--- src/rtl/sigdel_seq.sv ---
// sigdel_seq: sample sequencer feeding the 8-bit sigma-delta modulator input.
//
// Holds a DEPTH-entry pattern table plus div/len/loop config. On start the
// table is played out one entry at a time, each entry held for div+1 clocks,
// either once (done pulse at the end) or looped. IDLE_CODE is driven whenever
// playback is not running.
//
// Ports:
//   clk, rst_n     clock, asynchronous active-low reset
//   ena            enable; low freezes the sequencer (config writes still land)
//   cfg_we/addr/data  config write port: 0..DEPTH-1 table, 8 div, 9 len, 10 loop
//   start, stop    playback control (stop wins over start)
//   sample_out     sample to the modulator
//   sample_valid   one-cycle pulse when sample_out takes a new table value
//   busy           high while playing
//   idx            index of the entry currently driven
//   done           one-cycle pulse on the natural end of one-shot playback
module sigdel_seq #(
    parameter int              DEPTH     = 8,
    parameter int              AW        = 3,
    parameter int              DW        = 8,
    parameter int              DIVW      = 8,
    parameter logic [DW-1:0]   IDLE_CODE = 8'h80
) (
    input  logic          clk,
    input  logic          rst_n,
    input  logic          ena,
    input  logic          cfg_we,
    input  logic [3:0]    cfg_addr,
    input  logic [DW-1:0] cfg_data,
    input  logic          start,
    input  logic          stop,
    output logic [DW-1:0] sample_out,
    output logic          sample_valid,
    output logic          busy,
    output logic [AW-1:0] idx,
    output logic          done
);

    typedef enum logic {S_IDLE, S_RUN} state_t;

    state_t          state_q, state_d;
    logic [DW-1:0]   tbl_q [DEPTH];
    logic [DW-1:0]   tbl_d [DEPTH];
    logic [DIVW-1:0] div_q, div_d;
    logic [AW-1:0]   len_q, len_d;
    logic            loop_q, loop_d;
    logic [DIVW-1:0] cnt_q, cnt_d;
    logic [AW-1:0]   idx_q, idx_d;
    logic [DW-1:0]   sample_q, sample_d;
    logic            valid_q, valid_d;
    logic            done_q, done_d;
    logic [AW-1:0]   idx_inc;

    assign idx_inc = idx_q + AW'(1);

    // Config writes: table entries are always writable; playback params are
    // locked while running so an in-flight sequence keeps consistent timing.
    always_comb begin
        for (int i = 0; i < DEPTH; i++) tbl_d[i] = tbl_q[i];
        div_d  = div_q;
        len_d  = len_q;
        loop_d = loop_q;
        if (cfg_we) begin
            if (cfg_addr < 4'(DEPTH)) begin
                tbl_d[cfg_addr[AW-1:0]] = cfg_data;
            end else if (state_q != S_RUN) begin
                case (cfg_addr)
                    4'd8:    div_d  = DIVW'(cfg_data);
                    4'd9:    len_d  = cfg_data[AW-1:0];
                    4'd10:   loop_d = cfg_data[0];
                    default: ;
                endcase
            end
        end
    end

    // Sequencer. With ena low everything holds and the pulses drop.
    always_comb begin
        state_d  = state_q;
        cnt_d    = cnt_q;
        idx_d    = idx_q;
        sample_d = sample_q;
        valid_d  = 1'b0;
        done_d   = 1'b0;
        if (ena) begin
            case (state_q)
                S_IDLE: begin
                    sample_d = IDLE_CODE;
                    idx_d    = '0;
                    cnt_d    = '0;
                    if (start && !stop) begin
                        state_d  = S_RUN;
                        sample_d = tbl_q[0];
                        valid_d  = 1'b1;
                    end
                end
                S_RUN: begin
                    if (stop) begin
                        state_d  = S_IDLE;
                        sample_d = IDLE_CODE;
                        idx_d    = '0;
                        cnt_d    = '0;
                    end else if (cnt_q < div_q) begin
                        cnt_d = cnt_q + DIVW'(1);
                    end else begin
                        cnt_d = '0;
                        if (idx_q < len_q) begin
                            idx_d    = idx_inc;
                            sample_d = tbl_q[idx_inc];
                            valid_d  = 1'b1;
                        end else if (loop_q) begin
                            idx_d    = '0;
                            sample_d = tbl_q[0];
                            valid_d  = 1'b1;
                        end else begin
                            state_d  = S_IDLE;
                            idx_d    = '0;
                            sample_d = IDLE_CODE;
                            done_d   = 1'b1;
                        end
                    end
                end
                default: state_d = S_IDLE;
            endcase
        end
    end

    always_ff @(posedge clk or negedge rst_n) begin
        if (!rst_n) begin
            for (int i = 0; i < DEPTH; i++) tbl_q[i] <= IDLE_CODE;
            div_q    <= '0;
            len_q    <= AW'(DEPTH - 1);
            loop_q   <= 1'b0;
            state_q  <= S_IDLE;
            cnt_q    <= '0;
            idx_q    <= '0;
            sample_q <= IDLE_CODE;
            valid_q  <= 1'b0;
            done_q   <= 1'b0;
        end else begin
            for (int i = 0; i < DEPTH; i++) tbl_q[i] <= tbl_d[i];
            div_q    <= div_d;
            len_q    <= len_d;
            loop_q   <= loop_d;
            state_q  <= state_d;
            cnt_q    <= cnt_d;
            idx_q    <= idx_d;
            sample_q <= sample_d;
            valid_q  <= valid_d;
            done_q   <= done_d;
        end
    end

    assign sample_out   = sample_q;
    // Pulses are masked by ena so nothing is announced while frozen.
    assign sample_valid = valid_q & ena;
    assign done         = done_q & ena;
    assign busy         = (state_q == S_RUN);
    assign idx          = idx_q;

endmodule

--- config.mk ---
export PLATFORM = sky130hd
export DESIGN_NAME = sigdel_seq
export DESIGN_NICKNAME = d
export VERILOG_FILES = /design/src/rtl/sigdel_seq.sv
export SDC_FILE = /design/constraint.sdc
export NUM_CORES = 1
export LEC_CHECK = 0
export CAP_MARGIN = 40
export CORE_ASPECT_RATIO = 1.25
export CORE_UTILIZATION = 47
export CTS_CLUSTER_DIAMETER = 30
export DETAILED_ROUTE_END_ITERATION = 7
export PLACE_DENSITY = 0.66
export SYNTH_ARGS = -nofsm -noshare
export SYNTH_HDL_FRONTEND = slang
export SYNTH_SLANG_ARGS = --single-unit
--- constraint.sdc ---
create_clock -name clk -period 5.3 [get_ports clk]
set_clock_uncertainty 0.2 [all_clocks]
set_input_delay 0.795 -clock clk [delete_from_list [all_inputs] [get_ports clk]]
set_output_delay 0.795 -clock clk [all_outputs]
set_load 0.02 [all_outputs]
Yosys cells after proc, flatten, opt, wreduce, memory -nomap -nowiden
Cells that the tools add are included.
{"block": "classes", "eq_ne": 4, "add_sub_neg": 2, "reduce_logical": 8, "n_lt_le_gt_ge": 6, "n_mux": 35, "bitwise": 6}
{"cell": "$mux W8", "n": 10}
{"cell": "$bwmux W64", "n": 1}
{"cell": "$pmux W8 S2", "n": 2}
{"cell": "$bmux W8 S3", "n": 1}
{"cell": "$demux W8 S3", "n": 1}
{"cell": "$mux W1", "n": 14}
{"cell": "$eq A4 B4 Y1 const B", "n": 3}
{"cell": "$reduce_and A4 Y1", "n": 3}
{"cell": "$mux W3", "n": 3}
{"cell": "$add A8 B1 Y8 const B", "n": 1}
{"cell": "$ge A4 B4 Y1 const B", "n": 2}
{"cell": "$lt A8 B8 Y1", "n": 1}
{"cell": "$not A3 Y4", "n": 2}
{"cell": "$pmux W3 S2", "n": 1}
{"cell": "$lt A4 B1 Y1 const B", "n": 1}
{"cell": "$lt A4 B4 Y1 const B", "n": 1}
{"cell": "$pmux W1 S2", "n": 2}
{"cell": "$reduce_and A2 Y1", "n": 2}
{"cell": "$add A3 B1 Y3 const B", "n": 1}
{"cell": "$lt A3 B3 Y1", "n": 1}
{"cell": "$ne A3 B3 Y1 const B", "n": 1}
{"cell": "$and A1 B1 Y1", "n": 2}
{"cell": "$logic_and A1 B1 Y1", "n": 2}
{"cell": "$not A1 Y1", "n": 2}
{"cell": "$logic_not A1 Y1", "n": 1}
{"block": "totals", "regBits": 98, "out_inout_bits": 14}

Logic depth before layout (Yosys ltp)
Gate-level depths: netlist of run 1.
{"block": "logic_depth", "depth_word": 9, "mapped_depth": 8, "ltp_nobuf": 7}

Worst setup path after synthesis of run 1
OpenSTA, ideal clock, no wires.
{"block": "synth_timing", "path_type": "flip-flop to flip-flop", "from": "reg idx_q[1] (netlist: idx[1])", "to": "reg sample_q[7] (netlist: sample_out[7])", "arrival_time_ns": 2.176, "stages_incl_launch_ff": 8, "setup_time_ns": 0.082, "slack_ns": 2.842, "path_buffers": 2, "cell_sequence": "dfrtp_1 -> ha_1 -> buf_2 -> buf_2 -> mux4_2 -> nand3_1 -> a32oi_1 -> mux2_2"}
{"block": "synth_via", "elab_chain_cells": 9}
{"item": "from (decl)", "line": "49", "source": "logic [AW-1:0] idx_q, idx_d;"}
{"item": "from (signal assigned)", "line": "148", "source": "idx_q <= idx_d;"}
{"item": "$add A3 B1 Y3", "line": "55", "source": "assign idx_inc = idx_q + AW'(1);"}
{"item": "$not A3 Y4 (not written as such)", "line": "110", "source": "sample_d = tbl_q[idx_inc];"}
{"item": "$bmux W8 S3", "line": "110"}
{"item": "$mux W8 (not written as such) (2 in a row)", "line": "110"}
{"item": "$mux W8 *", "line": "108", "source": "if (idx_q < len_q) begin"}
{"item": "$mux W8 *", "line": "104", "source": "end else if (cnt_q < div_q) begin"}
{"item": "$mux W8 *", "line": "99", "source": "if (stop) begin"}
{"item": "$pmux W8 S2 *", "line": "87", "source": "case (state_q)"}
{"item": "to (signal assigned)", "line": "149", "source": "sample_q <= sample_d;"}
{"item": "to (decl)", "line": "50", "source": "logic [DW-1:0] sample_q, sample_d;"}
Every way passes the cells marked *; elsewhere a longest branch is shown, timed or not. The select of a mux whose other input is x is not followed.
A chain may end at the register's enable or synchronous reset.

Worst setup path in the final report of run 1
{"block": "layout_timing", "from": "in ena", "to": "out done"}
{"block": "layout_via", "elab_chain_cells": 1}
{"item": "from (decl)", "line": "27", "source": "input logic ena,"}
{"item": "$and A1 B1 Y1", "line": "158", "source": "assign done = done_q & ena;"}
{"item": "to (decl)", "line": "37", "source": "output logic done"}
Every way passes these cells.

==> results.sh, run 1 <==
export IMPL_worstMarginPinSlew_ns=0.8725
export IMPL_finalSetupViolCount=0
export IMPL_coreArea_mm2=0.009709
export IMPL_grt_pass1_vias=3077
export IMPL_powerDensity_mw_per_mm2=389.8
export IMPL_rsz0062_at_grt="false"
export IMPL_io_buffers=31
export IMPL_synth_area_mm2=0.004723
export IMPL_place_area_mm2=0.005151
export IMPL_setup_ws_ns=1.758
export IMPL_ir_worst_vdd_mv=0.1402
export IMPL_overflow=0
export IMPL_synth_cells=350
export IMPL_yosysUniqueCellTypes=47
export IMPL_die_area_mm2=0.01046
export IMPL_initial_core_util_pct=48.65
export IMPL_required_ns=4.30
export IMPL_crit_top_cell="clkdlybuf4s50_1"
export IMPL_synth_top_cells_by_area="dfrtp_1 (46%), mux2_2 (21%), mux4_2 (7.6%)"
export IMPL_syn_to_final_growth_pct=15.60
export IMPL_fp_dieW_um=91.67
export IMPL_slew_headroom_pct=41.83
export IMPL_wl_per_cell_um=18.04
export IMPL_die_h_um=114.1
export IMPL_dp_hpwl_um=6599
export IMPL_hold_path_class="input port to asynchronous set/reset pin"
export IMPL_postRouteAntennaNets=0
export IMPL_cap_violations=0
export IMPL_numCtsBuffers=9
export IMPL_crit_path_end="done"
export IMPL_place_ws_ns=1.746
export IMPL_cts_sinks=98
export IMPL_gp_congestion=0.7636
export IMPL_fin_crit_sh_pct=66.82
export IMPL_crit_family="buffers and inverters"
export IMPL_p_leak_nw=2.321
export IMPL_r2r_start="cnt_q[4]"
export IMPL_critPathMaxFanout=21
export IMPL_synth_edf_count=0
export IMPL_drive_gt1_share_pct=36.62
export IMPL_viasPerCell=5.656
export IMPL_fin_tns_setup_ns=0
export IMPL_timing_critical_path_from="ena"
export IMPL_fillerInstances=797
export IMPL_cp_num_buf_inv=2
export IMPL_period_minus_slack_ns=3.542
export IMPL_reg2reg_depth=6
export IMPL_r2r_end="sample_out[7]"
export IMPL_cp_depth=3
export IMPL_rows=40
export IMPL_ys_seq_elements=98
export IMPL_design_area_mm2=0.005460
export IMPL_ctsHoldBuffers=0
export IMPL_post_cts_resized=0
export IMPL_h_tree_depth=3
export IMPL_postRouteWirelength_um=9220
export IMPL_path_cells="clkdlybuf4s50_1 > and2_1 > clkdlybuf4s50_1"
export IMPL_io_pins=32
export IMPL_yosysSeqAreaShare_pct=52.24
export IMPL_clkLatencyLatePin_ns=0.34
export IMPL_synth_top_area_share_pct=45.56
export IMPL_antenna_found_initial=0
export IMPL_drc_errors=0
export IMPL_final_cell_mix="mux2_2 (86), dfrtp_1 (86), clkdlybuf4s50_1 (30)"
export IMPL_cts_root_buf="clkbuf_16"
export IMPL_slowest_delay_ns=0.94
export IMPL_slew_viol_final=0
export IMPL_cp_data_arrival_time_ns=2.55
export IMPL_yosys_warnings=0
export IMPL_async_flop_share_pct=100.0
export IMPL_grtUsageTotal_pct=19.95
export IMPL_vias=2890
export IMPL_grt_max_degree=57
export IMPL_synth_top_cell_by_area="dfrtp_1"
export IMPL_layout_nets=409
export IMPL_clk_pin_slew_ns=0.07
export IMPL_criticalPathCategory="input port to output port"
export IMPL_cts_tree="yes"
export IMPL_firstDrtPassIters=4
export IMPL_worstSetupStartpointType="input port"
export IMPL_synth_ff_type="dfrtp_1"
export IMPL_cp_slowest_cell="clkdlybuf4s50_1"
export IMPL_post_cts_buffers=0
export IMPL_p_total_mw=2.129
export IMPL_end_kind="output port"
export IMPL_ff2ff_setup_slack_ns=2.62
export IMPL_grt_pass1_wl_um=15880
export IMPL_max_freq_mhz=282.3
export IMPL_utilization_pct=56.24
export IMPL_outcome="finished clean"
export IMPL_drtIter0Drc=93
export IMPL_antenna_cells=0
export IMPL_clk_path_buf_depth=2
export IMPL_avgSynthCellArea_um2=13.50
export IMPL_syn_nets=379
export IMPL_hold_viol_final=0
worst register-to-register path, cell delays in order (launching register included):
cell	delay, ns
dfrtp_1	0.45
ha_1	0.31
nand4_1	0.10
a21oi_1	0.21
a21oi_1	0.19
a21oi_1	0.74
mux2_2	0.41
layout make-up:
type	instances	area (um^2)	area share [%]
clock buffer	10	239.0	4.377
clock inverter	6	70.07	1.283
inverter	14	52.55	0.9624
multi-input combinational	223	2123	38.89
sequential	98	2467	45.19
tap	126	157.7	2.887
timing repair buffer	34	350.3	6.416
how the worst min path moves through the flow:
stage / startpoint / endpoint / slack (ns)
floorplan: tbl_q[40] / tbl_q[40] / 0.27
detailed placement: tbl_q[6] / tbl_q[6] / 0.29
global route: div_q[1] / div_q[1] / 0.32
finish: rst_n / busy / 0.30
CTS: tbl_q[6] / tbl_q[6] / 0.31
global placement: tbl_q[24] / tbl_q[24] / 0.28
synth_stat cells, types with 2 or more instances:
library cell and count:
and2_1 3, a211oi_1 3, a2111o_1 2, a21o_1 3
nor2_1 9, nand2_1 20, o21ai_0 4, inv_1 14
ha_1 11, buf_2 4, nor2b_1 4, buf_6 2
xor2_1 3, mux4_2 16, dfstp_2 12, nand2b_1 3
nor3_1 2, buf_1 2, nand4_1 3, a22oi_1 7
nand3_1 4, a21oi_1 18, clkbuf_1 6, mux2_2 86
nand3b_1 2, dfrtp_1 86
metrics by stage:
stage	hold slack (ns)	cells
floorplan	0.2741	350
global placement	0.2822	494
detailed placement	0.2914	495
CTS	0.3076	511
global route	0.3202	511
finish	0.2980	511
flip-flops by register name (all words and copies together) (netlist names):
name        count
tbl_q          64
done_q          1
sample_out      8
loop_q          1
div_q           8
idx             3
cnt_q           8
busy            1
len_q           3
valid_q         1
report_power, final:
part           internal, mW  total [mW]  switching (mW)
Combinational         0.252       0.442           0.190
Clock                 0.385       0.670           0.285
Sequential            0.926        1.02          0.0918
Total                  1.56        2.13           0.566
routing by layer:
metal	share of wire [%]	track usage, %
met2	52	33.33
met4	1.8	7.725
met1	44	26.17
met3	2.3	3.320
met5	0	0
cell families after synthesis:
logic type               after synthesis  share of synthesized area (%)
AO/OA/AOI/OAI                         47                          6.570
XOR/XNOR                               3                         0.5564
adder cells (fa/ha/maj)               11                          2.914
buffers and inverters                 29                          2.808
flip-flops                            98                          52.24
multiplexers                         102                          28.13
AND/OR/NAND/NOR                       60                          6.782
No activity file was read; power rests on OpenSTA's default activity.
==> run 2, diff against run 1 <==
==> constraint.sdc (replaced) <==
create_clock -name clk -period 3.6 [get_ports clk]
set_clock_uncertainty 0.2 [all_clocks]
set_input_delay 0.54 -clock clk [delete_from_list [all_inputs] [get_ports clk]]
set_output_delay 0.54 -clock clk [all_outputs]
set_load 0.02 [all_outputs]
==> run 2 against run 1 <==
  * Register-to-register slack worse by 1.6 ns
  * Global-route usage up 0.50 points
  * Critical path depth is the same
  * Core utilization is 0.12 points higher
  * First-iteration DRC count is 31% higher
  * Sequential share of layout area down 0.093 points
  * Combinational power up 50%
  * Non-clock buffer count rose by 3
  * Flip-flop and latch count did not move
  * Clock power increased by 45%
  * Sequential power up 46%
  * Worst setup slack worse by 0.77 ns
==> results.sh, run 2 (synthesis gave the netlist of run 1 again) <==
export IMPL_clk_pin_slew_ns=0.06
export IMPL_firstDrtPassIters=4
export IMPL_hold_path_class="input port to asynchronous set/reset pin"
export IMPL_dp_hpwl_um=6969
export IMPL_grt_max_degree=53
export IMPL_initial_core_util_pct=48.65
export IMPL_period_minus_slack_ns=2.608
export IMPL_ctsHoldBuffers=0
export IMPL_io_pins=32
export IMPL_place_ws_ns=0.8298
export IMPL_die_area_mm2=0.01046
export IMPL_r2r_end="sample_out[1]"
export IMPL_fp_dieW_um=91.67
export IMPL_post_cts_resized=0
export IMPL_ff2ff_setup_slack_ns=1.01
export IMPL_drc_errors=0
export IMPL_cp_data_arrival_time_ns=1.87
export IMPL_p_total_mw=3.132
export IMPL_grtUsageTotal_pct=20.46
export IMPL_largest_register_ff_count=64
export IMPL_r2r_start="idx[1]"
export IMPL_grt_pass1_wl_um=16060
export IMPL_wl_per_cell_um=18.82
export IMPL_hold_viol_final=0
export IMPL_post_cts_buffers=0
export IMPL_overflow=0
export IMPL_dp_cells=498
export IMPL_cts_tree="yes"
export IMPL_worstMarginPinSlew_ns=0.7419
export IMPL_busiest_layer="met2"
export IMPL_syn_to_final_growth_pct=15.84
export IMPL_rows=40
export IMPL_layout_nets=412
export IMPL_die_h_um=114.1
export IMPL_final_cell_mix="mux2_2 (86), dfrtp_1 (86), clkdlybuf4s50_1 (30)"
export IMPL_clkLatencyLatePin_ns=0.34
export IMPL_grt_pass1_vias=3132
export IMPL_ir_worst_vdd_mv=0.2259
export IMPL_setup_ws_ns=0.9921
export IMPL_postRouteWirelength_um=9671
export IMPL_fillerInstances=837
export IMPL_outcome="finished clean"
export IMPL_h_tree_depth=3
export IMPL_slew_viol_final=0
export IMPL_postRouteAntennaNets=0
export IMPL_antenna_cells=0
export IMPL_criticalPathCategory="input port to output port"
export IMPL_clk_path_buf_depth=2
export IMPL_slew_headroom_pct=50.44
export IMPL_coreArea_mm2=0.009709
export IMPL_numCtsBuffers=9
export IMPL_gp_congestion=0.7398
export IMPL_drive_gt1_share_pct=37.11
export IMPL_cap_violations=0
export IMPL_vias=2913
export IMPL_grtUsageMet1_pct=26.25
export IMPL_viasPerCell=5.667
export IMPL_largest_register="tbl_q"
export IMPL_powerDensity_mw_per_mm2=572.4
export IMPL_worstSetupStartpointType="input port"
export IMPL_grt_use_met2_pct=34.34
export IMPL_finalSetupViolCount=0
export IMPL_rsz0062_at_grt="false"
export IMPL_fin_crit_sh_pct=72.44
export IMPL_critPathMaxFanout=7
export IMPL_antenna_found_initial=0
export IMPL_reg2reg_depth=6
export IMPL_end_kind="output port"
export IMPL_drtIter0Drc=122
export IMPL_fin_cells=514
export IMPL_required_ns=2.86
export IMPL_fin_tns_setup_ns=0
export IMPL_grt_use_met3_pct=2.590
export IMPL_max_freq_mhz=383.5
export IMPL_cts_sinks=98
export IMPL_io_buffers=31
export IMPL_cts_root_buf="clkbuf_16"
export IMPL_p_leak_nw=2.331
[run 2: through the flow]
step           hold WS [ns]  util (%)  area (um^2)
2_1_floorplan       0.04441         -         4723
3_3_place_gp         0.2825     53.21         5166
3_5_place_dp         0.2908     53.21         5166
4_1_cts             0.02363     56.35         5472
5_1_grt             0.04761     56.35         5472
6_report           0.002693     56.35         5472
[run 2: report_power, final]
group	internal [mW]	leakage [nW]	switching, mW
registers	1.36	1.20	0.131
clock network	0.573	0.151	0.401
logic	0.375	0.976	0.289
total	2.31	2.33	0.821
[run 2: critical path, stage by stage]
cell,delay (ns)
clkdlybuf4s50_1,0.58
and2_1,0.16
clkdlybuf4s50_1,0.59
[run 2: worst max path at each step]
stage,start,end,slack (ns),cells past startpoint
final,ena,done,0.99,3
after global placement,cfg_addr[0],tbl_q[22],0.89,4
after floorplan,idx[1],sample_out[7],1.14,7
after CTS,ena,done,0.98,3
after detailed placement,cfg_addr[0],tbl_q[18],0.83,4
after global routing,idx[1],sample_out[1],0.89,6
[run 2: cell type report]
cell class | instances | area, um^2 | share of cell area, %
clock inverter | 5 | 52.55 | 0.9604
timing repair buffer | 37 | 365.4 | 6.677
sequential | 98 | 2467 | 45.09
multi-input combinational | 223 | 2123 | 38.81
tap | 126 | 157.7 | 2.881
inverter | 14 | 52.55 | 0.9604
clock buffer | 11 | 252.7 | 4.619
[run 2: per-layer routing]
layer | part of all wire (%) | wire (um) | up-vias
li1 | - | - | 1352
met1 | 45 | 4337 | 1509
met2 | 51 | 4904 | 37
met3 | 1.8 | 173 | 15
met4 | 2.6 | 255 | 0
met5 | 0 | 0 | -
